===== src/rtl/ip_pkg.sv =====
// ip_pkg: shared types and constants for the image-filter feeder
// Contents: FSM state enum, filter mode codes, frame/result defaults, datapath widths.
package ip_pkg;
    localparam int NPIX_DEF = 64;
    localparam int NRES_DEF = 64;
    localparam int PIX_W    = 8;
    localparam int MODE_W   = 2;
    localparam int PTR_W    = 6;
    localparam int CNT_W    = 7;

    localparam logic [MODE_W-1:0] MODE_SHARPEN = 2'd0;
    localparam logic [MODE_W-1:0] MODE_MEAN    = 2'd1;
    localparam logic [MODE_W-1:0] MODE_MID     = 2'd2;

    typedef enum logic [2:0] {IDLE, FILL, ARM, SEND_IMG, SEND_MODE, WAIT} state_t;
endpackage


===== src/rtl/ip_feed_buf.sv =====
// ip_feed_buf: 64x8 frame buffer, synchronous write, combinational read
// Ports: clk; we/wp/wd write port; rp -> rd read port.
module ip_feed_buf
    import ip_pkg::*;
(
    input  logic             clk,
    input  logic             we,
    input  logic [PTR_W-1:0] wp,
    input  logic [PIX_W-1:0] wd,
    input  logic [PTR_W-1:0] rp,
    output logic [PIX_W-1:0] rd
);
    logic [PIX_W-1:0] mem [2**PTR_W];

    always_ff @(posedge clk)
        if (we) mem[wp] <= wd;

    assign rd = mem[rp];
endmodule


===== src/rtl/ip_feeder.sv =====
// ip_feeder: buffers a host frame and drives it plus a mode strobe into the image-filter IP
// Ports: clk, rst (sync, active high); host img_* and mode_* valid/ready channels;
//        IP side in_valid_1/in_image/in_valid_2/in_mode; out_valid observed from the IP;
//        busy, done (result count reached), err (watchdog pulse).
// Macro IP_FEED_TIMEOUT_EN adds a WAIT watchdog of TIMEOUT cycles; otherwise err is 0.
module ip_feeder
    import ip_pkg::*;
#(
    parameter int NPIX = NPIX_DEF,
    parameter int NRES = NRES_DEF
`ifdef IP_FEED_TIMEOUT_EN
    , parameter int TIMEOUT = 1024
`endif
) (
    input  logic              clk,
    input  logic              rst,
    input  logic              img_valid,
    output logic              img_ready,
    input  logic [PIX_W-1:0]  img_data,
    input  logic              mode_valid,
    output logic              mode_ready,
    input  logic [MODE_W-1:0] mode_data,
    output logic              in_valid_1,
    output logic [PIX_W-1:0]  in_image,
    output logic              in_valid_2,
    output logic [MODE_W-1:0] in_mode,
    input  logic              out_valid,
    output logic              busy,
    output logic              done,
    output logic              err
);
    state_t state, nxt;
    logic [PTR_W-1:0]  wp, rp;
    logic [CNT_W-1:0]  rc;
    logic [MODE_W-1:0] md;
    logic [PIX_W-1:0]  pix;
    logic loaded, img_hs, mode_hs, fill_last, last_res, tmo;

    ip_feed_buf u_buf (.clk(clk), .we(img_hs), .wp(wp), .wd(img_data), .rp(rp), .rd(pix));

    assign img_hs    = img_valid & img_ready;
    assign mode_hs   = mode_valid & mode_ready;
    assign fill_last = state == FILL && img_hs && wp == PTR_W'(NPIX - 1);
    assign last_res  = state == WAIT && out_valid && rc == CNT_W'(NRES - 1);

`ifdef IP_FEED_TIMEOUT_EN
    logic [15:0] tc;
    assign tmo = state == WAIT && !last_res && tc == 16'(TIMEOUT - 1);
    always_ff @(posedge clk)
        if (rst || state != WAIT) tc <= '0;
        else tc <= tc + 16'd1;
`else
    assign tmo = 1'b0;
`endif

    always_ff @(posedge clk) begin
        if (rst) begin
            state  <= IDLE;
            wp     <= '0;
            rp     <= '0;
            rc     <= '0;
            md     <= '0;
            loaded <= 1'b0;
        end else begin
            state <= nxt;
            if (img_hs) wp <= wp + PTR_W'(1);
            if (state == SEND_IMG) rp <= rp + PTR_W'(1);
            if (mode_hs) md <= mode_data;
            if (fill_last) loaded <= 1'b1;
            else if (tmo) loaded <= 1'b0;
            rc <= state == SEND_MODE ? '0 : (state == WAIT && out_valid) ? rc + CNT_W'(1) : rc;
        end
    end

    always_comb begin
        nxt = state;
        case (state)
            IDLE:      nxt = img_hs ? FILL : mode_hs ? SEND_MODE : IDLE;
            FILL:      nxt = fill_last ? ARM : FILL;
            ARM:       nxt = mode_hs ? SEND_IMG : ARM;
            SEND_IMG:  nxt = rp == PTR_W'(NPIX - 1) ? SEND_MODE : SEND_IMG;
            SEND_MODE: nxt = WAIT;
            WAIT:      nxt = (last_res || tmo) ? IDLE : WAIT;
            default:   nxt = IDLE;
        endcase
    end

    // Host readies and status pulses are forced low while rst is held; in IDLE a
    // pending pixel withholds mode_ready so image keeps priority without a lost command.
    always_comb begin
        img_ready  = !rst && (state == IDLE || state == FILL);
        mode_ready = !rst && (state == ARM || (state == IDLE && loaded && !img_valid));
        in_valid_1 = state == SEND_IMG;
        in_image   = in_valid_1 ? pix : '0;
        in_valid_2 = state == SEND_MODE;
        in_mode    = in_valid_2 ? md : '0;
        busy       = state == SEND_IMG || state == SEND_MODE || state == WAIT;
        done       = !rst && last_res;
        err        = !rst && tmo;
    end
endmodule


===== config.mk =====
export PLATFORM = sky130hd
export DESIGN_NAME = ip_feeder
export DESIGN_NICKNAME = d
export VERILOG_FILES = /design/src/rtl/ip_pkg.sv /design/src/rtl/ip_feed_buf.sv /design/src/rtl/ip_feeder.sv
export SDC_FILE = /design/constraint.sdc
export NUM_CORES = 1
export LEC_CHECK = 0
export BUFFER_PORTS_ARGS = -buffer_cell sky130_fd_sc_hd__buf_2
export CORE_ASPECT_RATIO = 1.2
export CORE_MARGIN = 5
export CORE_UTILIZATION = 40
export DETAILED_ROUTE_END_ITERATION = 6
export PLACE_DENSITY = 0.54
export SLEW_MARGIN = 10
export SYNTH_ARGS = -nofsm -noshare
export SYNTH_HDL_FRONTEND = slang
export SYNTH_SLANG_ARGS = --single-unit

===== constraint.sdc =====
create_clock -name clk -period 4.7 [get_ports clk]
set_input_delay 1.175 -clock clk [delete_from_list [all_inputs] [get_ports clk]]
set_output_delay 1.175 -clock clk [all_outputs]
set_load 0.02 [all_outputs]

==> results by group <==
Status
  – Outcome: completed

Critical path
  – Type of destination of the critical path: output pin
  – Buffers plus inverters on the worst setup path: 2
  – Critical Path Max Stage Delay: 0.61 ns
  – Worst-path cell chain: buf_12 -> mux4_2 -> mux2i_1 -> a221o_1 -> a31oi_1 -> a211o_1 -> buf_2
  – Worst reg2reg path startpoint: state[1]$_SDFF_PP0_
  – Required time of the critical path: 3.52 ns
  – Path type of the worst setup path: flop to output pin
  – Reg2Reg Setup Slack: 1.80 ns
  – CP delay by family, top: multiplexers
  – Crit path max fanout: 22
  – Slowest stage cell, crit path: sky130_fd_sc_hd__dfxtp_4
  – End of the worst register-to-register path: u_buf.mem[56][1]$_DFFE_PP_
  – Reg2reg path depth: 5
  – Worst Setup Start Kind: flop
  – Critical path data arrival time: about 3.3 ns

Timing
  – Final critical-path share of the clock period: 94.9%
  – Final number of setup-violating endpoints: 0
  – Slew Limit Headroom: 32.6%
  – Pins Over Slew Limit: 0
  – Worst Max-Slew Pin Slew: 1.01 ns
  – Achievable Freq: 0.224 GHz
  – Final setup skew: around 0.018 ns
  – Fin. Hold Viols: 0
  – Post-layout worst setup margin: 0.241 ns
  – Final period demand of the worst path: 4.46 ns
  – Setup tns final: 0 ns
  – Setup repair after global routing missed its margin: false

Layout
  – Number of antenna diodes: 0
  – NumNets Final: 1217
  – Finished Layout Cells: a little under 2000
  – Area growth from synthesis to layout: 14.5%
  – Count of fill cells added during filler insertion: 4520
  – Layout cell share with drive strength beyond 1: 25.7%
  – Final instance area: between 0.02 and 0.025 mm^2

Synth
  – Share of synthesized area occupied by flip-flops and latches: around three quarters
  – Netlist cell types: between 50 and 60
  – Flops & latches, synth: 543
  – Most frequently used flop master after synthesis: sky130_fd_sc_hd__edfxtp_1
  – Top area cells in the synthesized netlist: sky130_fd_sc_hd__edfxtp_1 72%, sky130_fd_sc_hd__mux4_2 12%, sky130_fd_sc_hd__dfxtp_1 2.9%
  – Synth Cell Area: 0.0213 mm^2
  – EDFF count, synth: 512
  – Post-Syn Area per Cell: 19.8 um^2
  – Number of synthesis warnings: 0
  – Post-synth ARST share: 0%
  – Yosys top cell area share: between 70% and 80%
  – Synthesized netlist cell count: about 1100
  – Number of nets in the synthesized netlist: 1096
  – Most area-hungry cell type in the Yosys netlist: sky130_fd_sc_hd__edfxtp_1

Die
  – Die width: 221 um
  – Die Y-Extent: 263 um
  – Starting density of the core: 40.5%
  – Die ar.: 0.0581 mm^2
  – Std-Cell Rows: 92
  – Number of placed I/O pins: 32
  – Floorplan core area: 0.0527 mm^2

Power and ir drop
  – Power density over cell area: ~390 mW/mm^2
  – Maximum vdd ir drop: 0.000250 V
  – PnR Total Power: 9.49 mW
  – Leakage Power: 7.55 nW

Drt
  – Via count normalized by instance count: 5.42
  – Routed vias: 10500
  – First drt pass iteration count: 5
  – DRC marker count from the first detailed-route iteration: 995
  – Final Routed Wirelength: 51.0 mm
  – Average detailed-routed wire length per instance: 26.2 um
  – Remaining antenna violation count: 0
  – Count of unresolved DRC violations after routing: 0

Min path
  – End point of the worst hold path: rc[6]$_SDFFE_PP0P_
  – Hold Path Origin: rc[6]$_SDFFE_PP0P_
  – Cell depth of the worst min-delay path: 2
  – Path type of the worst min-delay path: flop to flop

Flow run
  – Total of max-cap violations: 0

Place
  – Post-Place Worst Slack: roughly 0.81 ns
  – Cell count after placement: around 1800
  – Number of buffers added on ports: 30
  – Post-detailed-placement half-perimeter wirelength: 32.8 mm
  – Placed cell area: 0.0228 mm^2
  – Final weighted congestion in routability-driven placement: 0.850

Clock network
  – Clk Latency, worst-skew pair: around 0.6 ns
  – Count of hold buffers inserted by post-cts repair: 0
  – # Post-CTS Setup Buffers: 0
  – CTS H-tree depth: 2
  – # resized after CTS: 0
  – Maximum number of buffers from clock root to sink: 3
  – Number of buffers added by the clock tree synthesis step: 53
  – Root Driver: sky130_fd_sc_hd__clkbuf_16
  – Clock transition at the registers of the reported paths: 0.06 ns
  – Sinks on the clock net: ~540
  – CTS tree: done

Global route
  – Total GRT Usage: between 10% and 20%
  – Aggregate global routing overflow: 0
  – Initial antenna violation count: 0
  – Largest net degree at the start of global routing: 54
  – Vias in the first global route: 10800
  – Global-route wire length before repair: approximately 75 mm
[flip-flops by register name, summed over array words and instances (netlist names), named ones only]
register / count
md: 2
loaded: 1
u_buf.mem: 512
state: 3
rc: 7
rp: 6
wp: 6
[worst max-delay path by stage]
stage                         start           to  slack [ns]  cells after the start
after floorplan           out_valid         done        1.47                      4
after global placement         flop  in_image[7]        0.79                      7
after detailed placement       flop  in_image[7]        0.81                      7
after CTS                      flop  in_image[7]        0.17                      7
after global routing           flop  in_image[7]        0.10                      7
final                          flop  in_image[7]        0.24                      7
[final cells by class]
type | instances | area [um^2] | share of cell area [%]
flip-flops and latches | 543 | 16000 | 65.5
multi-input cells | 472 | 4950 | 20.3
clock buffers | 68 | 1430 | 5.83
repair buffers | 125 | 938 | 3.84
well taps | 705 | 882 | 3.61
clock inverters | 28 | 213 | 0.871
inverters | 4 | 15.0 | 0.0615
[placed cells by master (no fill, tap or decap), types with 16 or more instances in the layout]
master and count:
sky130_fd_sc_hd__buf_4 89, sky130_fd_sc_hd__edfxtp_1 512, sky130_fd_sc_hd__mux4_2 109, sky130_fd_sc_hd__buf_2 30
sky130_fd_sc_hd__dfxtp_1 28, sky130_fd_sc_hd__a21oi_1 16, sky130_fd_sc_hd__nor2_1 98, sky130_fd_sc_hd__clkbuf_16 55
sky130_fd_sc_hd__mux2i_1 51, sky130_fd_sc_hd__nand2_1 34
[through the flow]
stage | hold WS [ns] | util (%)
2_1_floorplan | 0.431 | -
3_3_place_gp | 0.440 | 43.2
3_5_place_dp | 0.443 | 43.2
4_1_cts | 0.451 | 46.3
5_1_grt | 0.503 | 46.3
6_report | 0.451 | 46.3
[cell families after synthesis]
group	Yosys count	synth area share, %
adders and majority gates	3	0.176
other	1	0.0176
AOI/OAI and AO/OA	86	2.77
muxes	175	15.5
and+or+nand+nor	193	4.20
buffers and inverters	63	1.85
DFF	543	75.0
xor gates and xnor gates	14	0.575
[worst register-to-register path, stage by stage, from the launching register on]
cell                      delay [ns]
sky130_fd_sc_hd__dfxtp_1        0.41
sky130_fd_sc_hd__nor4b_4        0.47
sky130_fd_sc_hd__nor2b_1        0.33
sky130_fd_sc_hd__nand2_1        0.54
sky130_fd_sc_hd__nor2_1         0.60
sky130_fd_sc_hd__buf_4          0.25
[report_power, final]
group	total, mW	internal, mW	switching (mW)
combinational	0.129	0.0220	0.107
sequential	5.30	5.29	0.00508
clock	4.07	2.30	1.77
[synth_stat cells (all sizes together), types with 2 or more instances]
library cell  count
a221oi            4
edfxtp          512
xor2             10
nand3b            3
and2              7
a32o              5
mux2i            51
or3               2
and3              2
nor2             98
a31oi             6
buf              47
a22oi            13
nand3            13
or2               7
a211o             2
a21oi            16
nand2b            3
o22ai             5
o221ai            8
mux4            120
and4b             2
mux2              4
o21ai            17
inv               3
nand4             3
nor3              2
nor2b            11
clkbuf           12
xnor2             4
ha                3
dfxtp            31
nand2            34
[per-layer routing]
metal  vias to the layer above  global-route usage, %  routed length [um]
met1                      5574                   24.0               22600
met5                         -                      0                   0
met4                         0                   4.69                1300
met3                        74                   3.33                2340
met2                       258                   28.2               24800
li1                       4627                      -                   -
No activity file was read; power rests on OpenSTA's default activity.
